$ cat src/rtl/s_axi_lite_uart_csr_pkg.sv
// Shared register map, bit positions and response codes for the UART CSR block.
package s_axi_lite_uart_csr_pkg;

  localparam logic [3:0] CSR_CTRL_OFF   = 4'h0;
  localparam logic [3:0] CSR_STATUS_OFF = 4'h4;
  localparam logic [3:0] CSR_TXDATA_OFF = 4'h8;
  localparam logic [3:0] CSR_RXDATA_OFF = 4'hC;

  localparam int CTRL_TX_EN     = 0;
  localparam int CTRL_RX_EN     = 1;
  localparam int CTRL_RX_IRQ_EN = 2;
  localparam int CTRL_TX_IRQ_EN = 3;
  localparam int CTRL_FLUSH     = 4;

  localparam int ST_TX_FULL    = 0;
  localparam int ST_TX_EMPTY   = 1;
  localparam int ST_RX_FULL    = 2;
  localparam int ST_RX_EMPTY   = 3;
  localparam int ST_RX_OVERRUN = 4;
  localparam int ST_TX_LVL_LSB = 8;
  localparam int ST_RX_LVL_LSB = 16;

  localparam logic [1:0] RESP_OKAY   = 2'b00;
  localparam logic [1:0] RESP_SLVERR = 2'b10;

  // Field order matches CTRL[3:0] so the register casts straight from WDATA.
  typedef struct packed {
    logic tx_irq_en;
    logic rx_irq_en;
    logic rx_en;
    logic tx_en;
  } ctrl_t;

  function automatic logic [1:0] csr_idx(input logic [3:0] off);
    return off[3:2];
  endfunction

endpackage

$ cat src/rtl/uart_sync_fifo.sv
// Single-clock FIFO with wrap-bit pointers; flush has priority over push/pop.
// The count port exists only when UART_CSR_FIFO_LEVEL_EN is defined.
module uart_sync_fifo #(
  parameter int WIDTH = 8,
  parameter int DEPTH = 16
) (
  input  logic                   clk,
  input  logic                   rst_n,
  input  logic                   push,
  input  logic [WIDTH-1:0]       wdata,
  input  logic                   pop,
  input  logic                   flush,
  output logic                   full,
  output logic                   empty,
`ifdef UART_CSR_FIFO_LEVEL_EN
  output logic [$clog2(DEPTH):0] count,
`endif
  output logic [WIDTH-1:0]       head
);

  localparam int AW = $clog2(DEPTH);

  logic [AW:0]      wr_ptr;
  logic [AW:0]      rd_ptr;
  logic [WIDTH-1:0] mem [DEPTH];
  logic             do_push;
  logic             do_pop;

  assign do_push = push && !full;
  assign do_pop  = pop && !empty;

  always_ff @(posedge clk or negedge rst_n) begin
    if (!rst_n) begin
      wr_ptr <= '0;
      rd_ptr <= '0;
    end else if (flush) begin
      wr_ptr <= '0;
      rd_ptr <= '0;
    end else begin
      if (do_push) wr_ptr <= wr_ptr + 1'b1;
      if (do_pop)  rd_ptr <= rd_ptr + 1'b1;
    end
  end

  always_ff @(posedge clk) begin
    if (do_push && !flush) mem[wr_ptr[AW-1:0]] <= wdata;
  end

  // Equal low bits with differing wrap bits means the writer lapped the reader.
  assign empty = (wr_ptr == rd_ptr);
  assign full  = (wr_ptr[AW] != rd_ptr[AW]) && (wr_ptr[AW-1:0] == rd_ptr[AW-1:0]);
  assign head  = mem[rd_ptr[AW-1:0]];

`ifdef UART_CSR_FIFO_LEVEL_EN
  assign count = wr_ptr - rd_ptr;
`endif

endmodule

$ cat src/rtl/s_axi_lite_uart_csr.sv
// AXI4-Lite CSR block for the UART: CTRL/STATUS/TXDATA/RXDATA with TX/RX FIFOs and level irq.
// Define UART_CSR_FIFO_LEVEL_EN to expose FIFO fill levels in STATUS[23:8].
module s_axi_lite_uart_csr
  import s_axi_lite_uart_csr_pkg::*;
#(
  parameter int P_S_AXI_DATA_WIDTH = 32,
  parameter int P_S_AXI_ADDR_WIDTH = 4,
  parameter int P_UART_DATA_WIDTH  = 8,
  parameter int P_FIFO_DEPTH       = 16
) (
  input  logic                              S_AXI_ACLK,
  input  logic                              S_AXI_ARESETN,
  input  logic [P_S_AXI_ADDR_WIDTH-1:0]     S_AXI_AWADDR,
  input  logic [2:0]                        S_AXI_AWPROT,
  input  logic                              S_AXI_AWVALID,
  output logic                              S_AXI_AWREADY,
  input  logic [P_S_AXI_DATA_WIDTH-1:0]     S_AXI_WDATA,
  input  logic [P_S_AXI_DATA_WIDTH/8-1:0]   S_AXI_WSTRB,
  input  logic                              S_AXI_WVALID,
  output logic                              S_AXI_WREADY,
  output logic [1:0]                        S_AXI_BRESP,
  output logic                              S_AXI_BVALID,
  input  logic                              S_AXI_BREADY,
  input  logic [P_S_AXI_ADDR_WIDTH-1:0]     S_AXI_ARADDR,
  input  logic [2:0]                        S_AXI_ARPROT,
  input  logic                              S_AXI_ARVALID,
  output logic                              S_AXI_ARREADY,
  output logic [P_S_AXI_DATA_WIDTH-1:0]     S_AXI_RDATA,
  output logic [1:0]                        S_AXI_RRESP,
  output logic                              S_AXI_RVALID,
  input  logic                              S_AXI_RREADY,
  input  logic                              i_user_rx_valid,
  input  logic [P_UART_DATA_WIDTH-1:0]      i_user_rx_data,
  output logic                              o_user_tx_valid,
  output logic [P_UART_DATA_WIDTH-1:0]      o_user_tx_data,
  input  logic                              i_user_tx_ready,
  output logic                              o_irq
);

  localparam int         DW         = P_S_AXI_DATA_WIDTH;
  localparam int         UW         = P_UART_DATA_WIDTH;
  localparam logic [1:0] IDX_CTRL   = csr_idx(CSR_CTRL_OFF);
  localparam logic [1:0] IDX_STATUS = csr_idx(CSR_STATUS_OFF);
  localparam logic [1:0] IDX_TXDATA = csr_idx(CSR_TXDATA_OFF);
  localparam logic [1:0] IDX_RXDATA = csr_idx(CSR_RXDATA_OFF);

  ctrl_t          ctrl;
  logic           rx_overrun;
  logic           tx_full, tx_empty, rx_full, rx_empty;
  logic [UW-1:0]  rx_head;
  logic [1:0]     wr_idx, rd_idx;
  logic           wr_hs, rd_hs, strb0;
  logic           wr_ctrl, wr_status, wr_tx;
  logic           flush, tx_push, tx_pop, rx_push, rx_drop, rx_pop;
  logic [DW-1:0]  status;
  logic [DW-1:0]  rd_word;
  logic           rd_err;
  logic           unused_ok;

  assign wr_idx = S_AXI_AWADDR[3:2];
  assign rd_idx = S_AXI_ARADDR[3:2];
  assign strb0  = S_AXI_WSTRB[0];

  // READY is registered, so the handshake is the edge where READY is already high.
  assign wr_hs = S_AXI_AWREADY && S_AXI_AWVALID && S_AXI_WVALID;
  assign rd_hs = S_AXI_ARREADY && S_AXI_ARVALID;

  assign wr_ctrl   = wr_hs && strb0 && (wr_idx == IDX_CTRL);
  assign wr_status = wr_hs && strb0 && (wr_idx == IDX_STATUS);
  assign wr_tx     = wr_hs && strb0 && (wr_idx == IDX_TXDATA);
  assign flush     = wr_ctrl && S_AXI_WDATA[CTRL_FLUSH];

  assign tx_push = wr_tx && !tx_full;
  assign o_user_tx_valid = ctrl.tx_en && !tx_empty;
  assign tx_pop  = o_user_tx_valid && i_user_tx_ready;

  assign rx_push = i_user_rx_valid && ctrl.rx_en && !rx_full;
  assign rx_drop = i_user_rx_valid && ctrl.rx_en && rx_full;
  assign rx_pop  = rd_hs && (rd_idx == IDX_RXDATA) && !rx_empty;

  assign unused_ok = ^{S_AXI_AWPROT, S_AXI_ARPROT, S_AXI_AWADDR, S_AXI_ARADDR,
                       S_AXI_WDATA, S_AXI_WSTRB};

`ifdef UART_CSR_FIFO_LEVEL_EN
  logic [$clog2(P_FIFO_DEPTH):0] tx_count;
  logic [$clog2(P_FIFO_DEPTH):0] rx_count;
`endif

  uart_sync_fifo #(.WIDTH(UW), .DEPTH(P_FIFO_DEPTH)) u_tx_fifo (
    .clk   (S_AXI_ACLK),
    .rst_n (S_AXI_ARESETN),
    .push  (tx_push),
    .wdata (S_AXI_WDATA[UW-1:0]),
    .pop   (tx_pop),
    .flush (flush),
    .full  (tx_full),
    .empty (tx_empty),
`ifdef UART_CSR_FIFO_LEVEL_EN
    .count (tx_count),
`endif
    .head  (o_user_tx_data)
  );

  uart_sync_fifo #(.WIDTH(UW), .DEPTH(P_FIFO_DEPTH)) u_rx_fifo (
    .clk   (S_AXI_ACLK),
    .rst_n (S_AXI_ARESETN),
    .push  (rx_push),
    .wdata (i_user_rx_data),
    .pop   (rx_pop),
    .flush (flush),
    .full  (rx_full),
    .empty (rx_empty),
`ifdef UART_CSR_FIFO_LEVEL_EN
    .count (rx_count),
`endif
    .head  (rx_head)
  );

  always_comb begin
    status                = '0;
    status[ST_TX_FULL]    = tx_full;
    status[ST_TX_EMPTY]   = tx_empty;
    status[ST_RX_FULL]    = rx_full;
    status[ST_RX_EMPTY]   = rx_empty;
    status[ST_RX_OVERRUN] = rx_overrun;
`ifdef UART_CSR_FIFO_LEVEL_EN
    status[ST_TX_LVL_LSB +: 8] = 8'(tx_count);
    status[ST_RX_LVL_LSB +: 8] = 8'(rx_count);
`endif
  end

  always_comb begin
    rd_word = '0;
    rd_err  = 1'b0;
    case (rd_idx)
      IDX_CTRL:   rd_word[3:0] = ctrl;
      IDX_STATUS: rd_word      = status;
      IDX_RXDATA: begin
        if (rx_empty) rd_err = 1'b1;
        else          rd_word[UW-1:0] = rx_head;
      end
      default:    rd_word = '0;
    endcase
  end

  always_ff @(posedge S_AXI_ACLK or negedge S_AXI_ARESETN) begin
    if (!S_AXI_ARESETN) begin
      S_AXI_AWREADY <= 1'b0;
      S_AXI_WREADY  <= 1'b0;
      S_AXI_BVALID  <= 1'b0;
      S_AXI_BRESP   <= RESP_OKAY;
      S_AXI_ARREADY <= 1'b0;
      S_AXI_RVALID  <= 1'b0;
      S_AXI_RRESP   <= RESP_OKAY;
      S_AXI_RDATA   <= '0;
      ctrl          <= '0;
      rx_overrun    <= 1'b0;
      o_irq         <= 1'b0;
    end else begin
      S_AXI_AWREADY <= S_AXI_AWVALID && S_AXI_WVALID && !S_AXI_BVALID && !S_AXI_AWREADY;
      S_AXI_WREADY  <= S_AXI_AWVALID && S_AXI_WVALID && !S_AXI_BVALID && !S_AXI_AWREADY;
      S_AXI_ARREADY <= S_AXI_ARVALID && !S_AXI_RVALID && !S_AXI_ARREADY;

      if (wr_hs) begin
        S_AXI_BVALID <= 1'b1;
        S_AXI_BRESP  <= (wr_tx && tx_full) ? RESP_SLVERR : RESP_OKAY;
      end else if (S_AXI_BVALID && S_AXI_BREADY) begin
        S_AXI_BVALID <= 1'b0;
      end

      if (rd_hs) begin
        S_AXI_RVALID <= 1'b1;
        S_AXI_RDATA  <= rd_word;
        S_AXI_RRESP  <= rd_err ? RESP_SLVERR : RESP_OKAY;
      end else if (S_AXI_RVALID && S_AXI_RREADY) begin
        S_AXI_RVALID <= 1'b0;
      end

      if (wr_ctrl) ctrl <= ctrl_t'(S_AXI_WDATA[3:0]);

      // A new overrun beats a same-cycle W1C so the event is never lost.
      if (flush)                                           rx_overrun <= 1'b0;
      else if (rx_drop)                                    rx_overrun <= 1'b1;
      else if (wr_status && S_AXI_WDATA[ST_RX_OVERRUN])    rx_overrun <= 1'b0;

      o_irq <= (ctrl.rx_irq_en && !rx_empty) || (ctrl.tx_irq_en && tx_empty) || rx_overrun;
    end
  end

endmodule

$ cat config.mk
export PLATFORM = sky130hd
export DESIGN_NAME = s_axi_lite_uart_csr
export DESIGN_NICKNAME = d
export VERILOG_FILES = /design/src/rtl/s_axi_lite_uart_csr_pkg.sv /design/src/rtl/uart_sync_fifo.sv /design/src/rtl/s_axi_lite_uart_csr.sv
export SDC_FILE = /design/constraint.sdc
export NUM_CORES = 1
export LEC_CHECK = 0
export ABC_AREA = 0
export ABC_CLOCK_PERIOD_IN_PS = 2450
export CAP_MARGIN = 5
export CORE_AREA = 10 10 168 170
export CTS_CLUSTER_SIZE = 14
export DETAILED_ROUTE_END_ITERATION = 8
export DIE_AREA = 0 0 178 180
export PLACE_DENSITY = 0.87
export SYNTH_ARGS = -nofsm -noshare
export SYNTH_HDL_FRONTEND = slang
export SYNTH_HIERARCHICAL = 1
export SYNTH_SLANG_ARGS = --single-unit
$ cat constraint.sdc
create_clock -name S_AXI_ACLK -period 2.45 [get_ports S_AXI_ACLK]
set_input_delay 0.3675 -clock S_AXI_ACLK [delete_from_list [all_inputs] [get_ports S_AXI_ACLK]]
set_output_delay 0.3675 -clock S_AXI_ACLK [all_outputs]
set_load 0.05 [all_outputs]
; ---- Word level (Yosys, flattened, before mapping)
; Memories as Yosys holds them, arrays and structs flattened.
; Cells that the tools add are included.
[classes]
n_addsub = 4
eq_ne = 10
n_mux = 26
n_reduce_logical = 55
[op_table]
columns = operator, count
row1 = $mux 5, 8
row2 = $logic_and 1x1->1, 35
row3 = $add 5x1->5 const B, 4
row4 = $mux 1, 13
row5 = $pmux 4 s3, 1
row6 = $reduce_bool 2->1, 6
row7 = $eq 5x5->1, 2
row8 = $logic_not 1->1, 9
row9 = $eq 4x4->1, 2
row10 = $mux 8, 1
row11 = $pmux 4 s2, 1
row12 = $eq 2x1->1 const B, 2
row13 = $eq 2x2->1 const B, 2
row14 = $logic_not 2->1, 2
row15 = $mux 2, 2
row16 = $reduce_bool 3->1, 1
row17 = $logic_or 1x1->1, 2
row18 = $ne 1x1->1, 2
[word_totals]
ff_bits = 42
mem_bits_rw = 256
in_bits = 67
output_inout_bits = 51
elab_cells = 114
memories = 2
[mem_list]
columns = memory, depth, width, rd, rd_ports_with_merged_regs, write_ports, line_no
row1 = u_rx_fifo.mem, 16, 8, 1, 0, 1, uart_sync_fifo.sv:25  ; logic [WIDTH-1:0] mem [DEPTH];
row2 = u_tx_fifo.mem, 16, 8, 1, 0, 1, uart_sync_fifo.sv:25

; ---- Logic depth before layout (Yosys ltp)
; Gate-level depths: netlist of run 1.
[depth]
ltp_word = 9
ltp_mapped = 10
mapped_depth_nobuf = 8

; ---- Modules after synthesis
; Netlist of run 1, hierarchy kept.
[by_module_without_submodules]
columns = mod, instances, cells_per_inst, area_per_inst_um2, seq_area_each_um2
row1 = uart_sync_fifo at u_rx_fifo, 1, 273, 5764.3, 4093.9
row2 = uart_sync_fifo at u_tx_fifo, 1, 328, 5759.3, 4093.9
row3 = s_axi_lite_uart_csr, 1, 115, 1154.9, 500.5

; ---- Worst setup path after synthesis of run 1
; OpenSTA, ideal clock, no wires.
[synth_timing]
path_type = reg-to-reg
from = register u_tx_fifo.rd_ptr[1]
to = register u_tx_fifo.rd_ptr[0]
setup_time_ns = 0.125
arrival_time_ns = 2.739
t_required_ns = 2.325
path_slack_ns = -0.414
path_stages_with_launch = 10
path_buffers = 2
period_less_slack_ns = 2.864
path_cell_list = dfrtp_1 -> buf_6 -> xor2_1 -> nor4_4 -> buf_6 -> and2_1 -> nor2b_1 -> and2_1 -> a21boi_1 -> mux2_2
[synth_via]
elab_chain_cells = 6
[synth_rtl]
columns = item, line_no
row1 = from (decl), uart_sync_fifo.sv:24  ; logic [AW:0] rd_ptr;
row2 = from (signal assigned), uart_sync_fifo.sv:41  ; if (do_pop) rd_ptr <= rd_ptr + 1'b1;
row3 = $eq 5x5->1, uart_sync_fifo.sv:50  ; assign empty = (wr_ptr == rd_ptr);
row4 = net tx_empty, s_axi_lite_uart_csr.sv:49  ; logic tx_full, tx_empty, rx_full, rx_empty;
row5 = $logic_not 1->1, s_axi_lite_uart_csr.sv:74  ; assign o_user_tx_valid = ctrl.tx_en && !tx_empty;
row6 = $logic_and 1x1->1, s_axi_lite_uart_csr.sv:74
row7 = net o_user_tx_valid, s_axi_lite_uart_csr.sv:34  ; output logic o_user_tx_valid,
row8 = $logic_and 1x1->1, s_axi_lite_uart_csr.sv:75  ; assign tx_pop = o_user_tx_valid && i_user_tx_ready;
row9 = net tx_pop, s_axi_lite_uart_csr.sv:54  ; logic flush, tx_push, tx_pop, rx_push, rx_drop, rx_pop;
row10 = $logic_and 1x1->1, uart_sync_fifo.sv:30  ; assign do_pop = pop && !empty;
row11 = $reduce_bool 2->1 (no line), -
; The timed path passes the listed nets, and every way through them passes these cells.
; A chain may end at the register's enable or synchronous reset.

; ---- Worst setup path after layout of run 1
[layout_timing]
from = register u_tx_fifo.rd_ptr[0]
to = output port o_user_tx_data[2]
[layout_via]
elab_chain_cells = 1
[layout_rtl]
columns = item, line_no
row1 = $mem_v2 16x8, -
row2 = to (decl), s_axi_lite_uart_csr.sv:35  ; output logic [P_UART_DATA_WIDTH-1:0] o_user_tx_data,
; Every way passes these cells.

==> results of run 1 <==
-- worst max path at each step --
stage               cells past startpoint                 from  slack [ns]                   end
finish                                  8  u_tx_fifo/rd_ptr[0]       -0.35     o_user_tx_data[2]
global route                            8  u_tx_fifo/rd_ptr[0]       -0.39     o_user_tx_data[2]
CTS                                     5  u_tx_fifo/rd_ptr[0]       -0.15     o_user_tx_data[1]
detailed placement                      7      S_AXI_AWADDR[2]       -0.12   u_tx_fifo/mem[0][0]
global placement                        7      S_AXI_AWADDR[2]       -0.08   u_tx_fifo/mem[0][0]
floorplan                               6         S_AXI_WREADY       -0.04  u_rx_fifo/mem[12][0]
-- flip-flops by register name, summed over array words and instances (netlist names) --
register	count
S_AXI_WREADY	1
S_AXI_BVALID	1
u_tx_fifo/rd_ptr	5
u_tx_fifo/wr_ptr	5
S_AXI_RDATA	8
S_AXI_RRESP	1
S_AXI_RVALID	1
o_irq	1
ctrl	4
rx_overrun	1
u_rx_fifo/mem	128
u_rx_fifo/wr_ptr	5
S_AXI_ARREADY	1
u_rx_fifo/rd_ptr	5
S_AXI_BRESP	1
u_tx_fifo/mem	128
-- synthesized netlist by cell type, drive strengths merged (10+ instances only) --
cell type | instances | area [µm²]
ha | 10 | 125.1
clkbuf | 12 | 45.04
a221oi | 16 | 140.1
buf | 50 | 384.1
mux4 | 56 | 1336
mux2 | 19 | 217.7
inv | 13 | 48.80
o21ai | 20 | 100.1
nor2 | 24 | 90.09
dfrtp | 40 | 1001
mux2i | 39 | 390.4
nor2b | 17 | 106.4
and3 | 20 | 125.1
nand2 | 25 | 93.84
edfxtp | 256 | 7687
a21oi | 12 | 67.57
-- where the power goes --
part	leakage, nW	switching (W)	internal, W
clock	0.480	0.00190	0.00268
sequential	2.82	0.000222	0.00567
combinational	2.39	0.00301	0.00237
-- routing by layer --
layer,vias to the layer above,routed length (µm),track usage
met1,3968,12920,0.2634
met4,0,1403,0.06137
met2,661,16980,0.3126
li1,3093,-,-
met3,99,3931,0.03982
met5,-,0,0
-- kinds of logic after synthesis --
logic type | after synthesis | share of synthesized area
DFF | 296 | 0.6853
xor gates and xnor gates | 12 | 0.008290
buffers and inverters | 77 | 0.03868
other | 1 | 0.0002958
muxes | 114 | 0.1534
AOI/OAI and AO/OA | 74 | 0.04145
adders and majority gates | 10 | 0.009869
and+or+nand+nor | 132 | 0.06277
-- per-stage QoR --
step	area [µm²]	instances	power [W]	TNS, ns
global placement	14210	1140	0.01001	-1.620
detailed placement	14210	1140	0.01016	-7.837
finish	15870	1216	0.01585	-24.14
global route	15870	1216	0.01625	-27.01
floorplan	12810	741	0.008956	-1.168
CTS	15610	1205	0.01525	-1.140
-- cell type report --
cell class	instances	area share
flip-flops and latches	296	0.5476
multi-input cells	368	0.2543
repair buffers	155	0.1077
clock buffers	30	0.04595
well taps	330	0.02601
clock inverters	23	0.01490
inverters	14	0.003468
-- repair_timing --
| item | 4_1_cts | 5_1_grt |
|---|---|---|
| setup buffers | 8 | 15 |
| hold buffers | 1 | 0 |
| setup endpoints to repair | 97 | 179 |
| pin swaps | 13 | 21 |
| endpoints found under the hold margin | 26 | 0 |
| cloned | 3 | 3 |
| gates resized for setup | 62 | 55 |
-- critical path: cells and delay by family (launching register included) --
family / cells / cell delay (ns)
DFF: 1 / 0.47
AOI/OAI and AO/OA: 2 / 0.42
muxes: 1 / 0.19
buffers and inverters: 4 / 0.69
and+or+nand+nor: 1 / 0.12
==> metrics.md, run 1 <==
| Metric | Value |
|---|---|
| Outcome | complete, but fails checks |
| Violated checks | setup timing |
| Detailed-route wire length per cell | a little under 30 µm |
| Highest-count cells in the layout ignoring fill and taps | 256 x edfxtp_1, 63 x buf_4, 44 x clkdlybuf4s50_1 |
| Register bit total from synthesis | 296 |
| Weighted congestion at the end of routability-driven global placement | roughly 0.84 |
| Sink of the worst hold path | S_AXI_RVALID |
| Estimated wirelength of the detail-placed design | 19.45 mm |
| Core region area | 24890 µm² |
| Critical path startpoint category | flip-flop |
| Critical path class | flip-flop to primary output |
| Crit. End Element | primary output |
| Launch point of the worst reg-to-reg path | u_tx_fifo/rd_ptr[0] |
| Source-to-sink clock delay at the later pin of the worst-skew pair | 0.55 ns |
| Final core occ | 0.6377 |
| Iter 0 DRT Violations | 1182 |
| Nets | 941 |
| Library cell contributing the largest single delay on the critical path | dfrtp_2 |
| Initial core utilization | 0.5093 |
| Worst R2R Setup Slack | -0.30 ns |
| Unrepaired setup endpoints after global routing | true |
| Flip-flop cell with the highest count after synthesis | edfxtp_1 |
| Synth Warn # | 6 |
| Count of cell types in the netlist | 56 |
| Sequential share of the synthesized area | 0.6853 |
| Number of standard-cell rows in the floorplan | between 50 and 60 |
| Fin crit share | 1.143 |
| Worst setup skew after layout | 0.02006 ns |
| Antenna cells | 0 |
| Class of the most critical hold timing path | input pin to flip-flop |
| H-tree Lvls | 1 |
| Hold path start | S_AXI_RREADY |
| Sink count of the clock tree | 296 |
| Share of flip-flops with an asynchronous set or reset after synthesis | 0.1351 |
| Actual slew at the worst max-slew pin | 0.8149 ns |
| Chip Width | 178 µm |
| Mean cell area of the mapped netlist | around 18 µm² |
| Worst hold path stage count | 2 |
| Worst EP required | 2.08 ns |
| Fill cells | approximately 1500 |
| Most common library cell in the layout ignoring fill and taps | edfxtp_1 |
| Clock-pin transition on the worst setup and hold timing paths | 0.06 ns |
| Remaining global-route overflow | 0 |
| Total area of multi-input combinational cells | 4036 µm² |
| Global router's overall resource usage | 0.1955 |
| Number of design rule violations left after detail routing | 0 |
| Worst Reg-to-Reg Cells | 10 |
| Die outline area | 32040 µm² |
| Area grow syn2layout | 25.20% |
| Worst path cell trace | buf_12 -> buf_16 -> mux2i_4 -> a221oi_2 -> buf_4 -> a22oi_2 -> nand2_1 -> buf_6 |
| Peak per-stage delay on the critical path | approximately 0.47 ns |
| Worst voltage drop across the vdd grid | 0.0007971 V |
| Share of post-route cells with drive strength above 1 | 0.3205 |
| Post-Place Setup Slack | -0.1240 ns |
| Longest Clk Path Bufs | 3 |
| Die boundary height | ~180 µm |
| Number of endpoints with negative hold slack in the final report | 0 |
| Number of port buffers | 54 |
| Routed via count | 7821 |
| Minimum hold slack | 0.3912 ns |
| Max-capacitance violation count | 0 |
| Reg2Reg Capture Point | u_tx_fifo/mem[0][0] |
| Syn Std Cell Area | about 13000 µm² |
| Vias in the first global route | 7606 |
| Power per standard cell area | 998.7 nW/µm² |
| Count of pins on the block boundary | 118 |
| Peak clock frequency supported by timing | 357.2 MHz |
| Worst slew margin relative to its limit | 0.4528 |
| Global-route wire length before repair | 47.85 mm |
| Post-Synthesis Cells | 716 |
| CTS tree | done |
| Cell at the root of the clock tree | clkbuf_16 |
| Number of buffers created by CTS | 29 |
| Storage element area | 8693 µm² |
| WP data arrival | approximately 2.4 ns |
| Maximum number of pins on one net before global-route repair | 36 |
| Maximum fanout count along the critical path | 7 |
| Total routed wirelength | around 35 mm |
| Antenna violations before repair | 0 |
| Max-slew violation count | 0 |
| Number of iterations in the first detailed-routing pass | 6 |
| Number of setup violations in the final report | between 100 and 150 |
| Routed vias/inst | between 6 and 7 |
| Tmin final | 2.800 ns |
| Count of nets left with antenna violations after detail routing | 0 |
| Leak Pwr | ~5.7 nW |
| Post-synth EDFFs | 256 |
| Final worst slack | -0.3496 ns |
No activity file was read; power rests on OpenSTA's default activity.
==> run 2, diff against run 1 <==
--- a/config.mk
+++ b/config.mk
@@ -12,6 +12,7 @@
 export CTS_CLUSTER_SIZE = 14
 export DETAILED_ROUTE_END_ITERATION = 8
 export DIE_AREA = 0 0 178 180
+export HOLD_SLACK_MARGIN = 0.12
 export PLACE_DENSITY = 0.87
 export SYNTH_ARGS = -nofsm -noshare
 export SYNTH_HDL_FRONTEND = slang
==> results of run 2 <==
Final layout, timing and power as in run 1 (identical DEF).
==> run 3, diff against run 2 <==
--- a/config.mk
+++ b/config.mk
@@ -12,6 +12,7 @@
 export CTS_CLUSTER_SIZE = 14
 export DETAILED_ROUTE_END_ITERATION = 8
 export DIE_AREA = 0 0 178 180
+export GPL_TIMING_DRIVEN = 0
 export HOLD_SLACK_MARGIN = 0.12
 export PLACE_DENSITY = 0.87
 export SYNTH_ARGS = -nofsm -noshare
==> run 3 against run 2 <==
Against the previous run:
- the flow still finishes with violations (setup timing)
- final area down 1.4%
- fmax grew 1.5%
- sequential power is essentially flat
- worst hold slack lost 0.18 ns
- sequential cell count stayed put
- worst setup slack improved by 0.040 ns
- critical endpoint is now o_user_tx_data[5]
- largest power group unchanged
==> metrics.md, run 3 (synthesized netlist as in run 1, its figures left out) <==
| Metric | Value |
|---|---|
| Worst voltage drop across the vdd grid | a little under 0.0006 V |
| Iter 0 DRT Violations | 839 |
| Core region area | 24890 µm² |
| Unrepaired setup endpoints after global routing | true |
| Post-Place Setup Slack | -1.117 ns |
| Violated checks | setup timing |
| Longest Clk Path Bufs | 3 |
| Most common library cell in the layout ignoring fill and taps | edfxtp_1 |
| Initial core utilization | 0.5093 |
| Die outline area | 32040 µm² |
| Max-slew violation count | 0 |
| Source-to-sink clock delay at the later pin of the worst-skew pair | 0.54 ns |
| Count of pins on the block boundary | 118 |
| Peak per-stage delay on the critical path | 0.44 ns |
| Worst slew margin relative to its limit | 0.4668 |
| Minimum hold slack | 0.2067 ns |
| Number of design rule violations left after detail routing | 0 |
| Area grow syn2layout | 23.48% |
| Library cell contributing the largest single delay on the critical path | dfrtp_2 |
| Met2 Use GR | 0.3099 |
| Number of port buffers | between 50 and 60 |
| Outcome | complete, but fails checks |
| Detailed-route wire length per cell | 26.43 µm |
| Number of standard-cell rows in the floorplan | 58 |
| Routed vias/inst | just over 6 |
| Vias in the first global route | 7570 |
| Post-placement cell count | 1124 |
| Met3 track utilization from global routing | 0.03583 |
| Number of iterations in the first detailed-routing pass | 5 |
| Class of the most critical hold timing path | input pin to async pin |
| Maximum number of pins on one net before global-route repair | 38 |
| Total power consumption of the routed design | 0.01545 W |
| Weighted congestion at the end of routability-driven global placement | 0.8327 |
| Critical path buffers and inverters | 3 |
| Clock-pin transition on the worst setup and hold timing paths | 0.07 ns |
| Critical path class | flip-flop to primary output |
| Worst path cell trace | buf_12 -> buf_12 -> mux2i_1 -> a221oi_4 -> a22oi_2 -> nand2_1 -> buf_6 |
| Top Family by Delay on Critical Path | buffers and inverters |
| Number of buffers created by CTS | 28 |
| Remaining global-route overflow | 0 |
| Max-capacitance violation count | 0 |
| Leak Pwr | 5.572 nW |
| Global router's overall resource usage | 0.1908 |
| Share of post-route cells with drive strength above 1 | 0.3307 |
| Peak clock frequency supported by timing | 362.4 MHz |
| Worst EP required | 2.08 ns |
| Cell at the root of the clock tree | clkbuf_16 |
| Maximum fanout count along the critical path | 10 |
| Sink count of the clock tree | 296 |
| CTS tree | done |
| Total routed wirelength | about 32 mm |
| Power per standard cell area | 987.0 nW/µm² |
| WP data arrival | roughly 2.4 ns |
| Routed via count | 7501 |
| Worst setup skew after layout | 0.01544 ns |
| Estimated wirelength of the detail-placed design | about 19 mm |
| Final worst slack | -0.3091 ns |
| Most Used Layer, Global Route | met2 |
| Die boundary height | approximately 180 µm |
| Number of setup violations in the final report | between 100 and 150 |
| Met1 usage in global routing | 0.2507 |
| Critical path startpoint category | flip-flop |
| Finished Layout Cells | 1211 |
| Tmin final | roughly 2.8 ns |
| Crit. End Element | primary output |
| Number of endpoints with negative hold slack in the final report | 0 |
| Global-route wire length before repair | 47.04 mm |
| Highest-count cells in the layout ignoring fill and taps | 256 x edfxtp_1, 58 x buf_4, 41 x clkdlybuf4s50_1 |
| Chip Width | 178 µm |
| H-tree Lvls | 1 |
| Actual slew at the worst max-slew pin | 0.7970 ns |
| Fin crit share | 1.126 |
| Count of nets left with antenna violations after detail routing | 0 |
| Antenna violations before repair | 1 |
| Nets | 938 |
| CP dominant cell by count | buf_12 |
==> run 3: cell types whose count changed in the layout (fill, tap and decap cells not counted), moves of 6 or more <==
cell,change
and3_1,-8
and3_4,+7
and4_1,-6
buf_12,-11
buf_2,+9
buf_6,-7
clkbuf_1,+11
clkinv_1,-6
mux2i_1,-7
mux2i_2,+6
==> run 3: what timing repair did <==
| action | in CTS | in global routing |
|---|---|---|
| gates resized for setup | 202 | 47 |
| endpoints found under the hold margin | 40 | 0 |
| cloned | 4 | 0 |
| hold buffers | 1 | 0 |
| pin swaps | 31 | 29 |
| endpoints found under the setup margin | 284 | 231 |
| setup buffers | 18 | 16 |
==> run 3: power breakdown <==
part           total (W)  internal, W  leakage [nW]  switching, W
Clock            0.00406      0.00226         0.415       0.00180
Sequential       0.00586      0.00566          2.82      0.000203
Combinational    0.00553      0.00250          2.34       0.00303
Total             0.0155       0.0104          5.57       0.00503
==> run 3: path summary, 6_finish.rpt <==
kind                                             to  slack [ns]  cells after the start                start
worst min-delay path            u_tx_fifo/rd_ptr[0]        0.21                      2        S_AXI_ARESETN
worst min register to register        S_AXI_ARREADY        0.46                      1         S_AXI_RVALID
worst max register to register  u_tx_fifo/mem[2][7]       -0.21                     10  u_tx_fifo/rd_ptr[0]
min in group S_AXI_ACLK              S_AXI_RDATA[4]        0.24                      3      S_AXI_ARADDR[2]
worst max-delay path              o_user_tx_data[5]       -0.31                      7  u_tx_fifo/rd_ptr[0]
max in group asynchronous       u_rx_fifo/wr_ptr[3]        1.81                      3        S_AXI_ARESETN
==> run 3: worst register-to-register path, cell delays in order, from the launching register on <==
cell and delay [ns]:
dfrtp_2 0.46, buf_12 0.18, buf_8 0.13, xor2_4 0.18
nor4_4 0.09, and2_4 0.19, nor3_4 0.20, inv_2 0.09
a211oi_4 0.37, buf_4 0.19, and3_4 0.28
==> run 3: final cells by class <==
cell class | count | area (µm²)
Antenna cell | 1 | 2.502
Clock inverter | 14 | 100.1
Tap cell | 330 | 412.9
Inverter | 14 | 53.80
Fill cell | 1555 | 9236
Sequential cell | 296 | 8690
Clock buffer | 35 | 748.2
Multi-Input combinational cell | 368 | 4143
Timing Repair Buffer | 92 | 944.7
Buffer | 61 | 560.5
==> run 3: per-stage QoR <==
step                      area [µm²]    util  TNS, ns
after detailed placement       13760  0.5528  -271.04
after CTS                      15380  0.6179   -5.326
after global routing           15660  0.6289   -25.54
after floorplan                12810       -   -1.168
after global placement         13750  0.5522  -257.85
final                          15660  0.6289   -18.17
==> run 3: layer usage <==
metal	wire length [µm]	up-vias
met5	0	-
met4	1194	0
met3	2959	83
met2	15830	507
met1	12030	3808
li1	-	3103
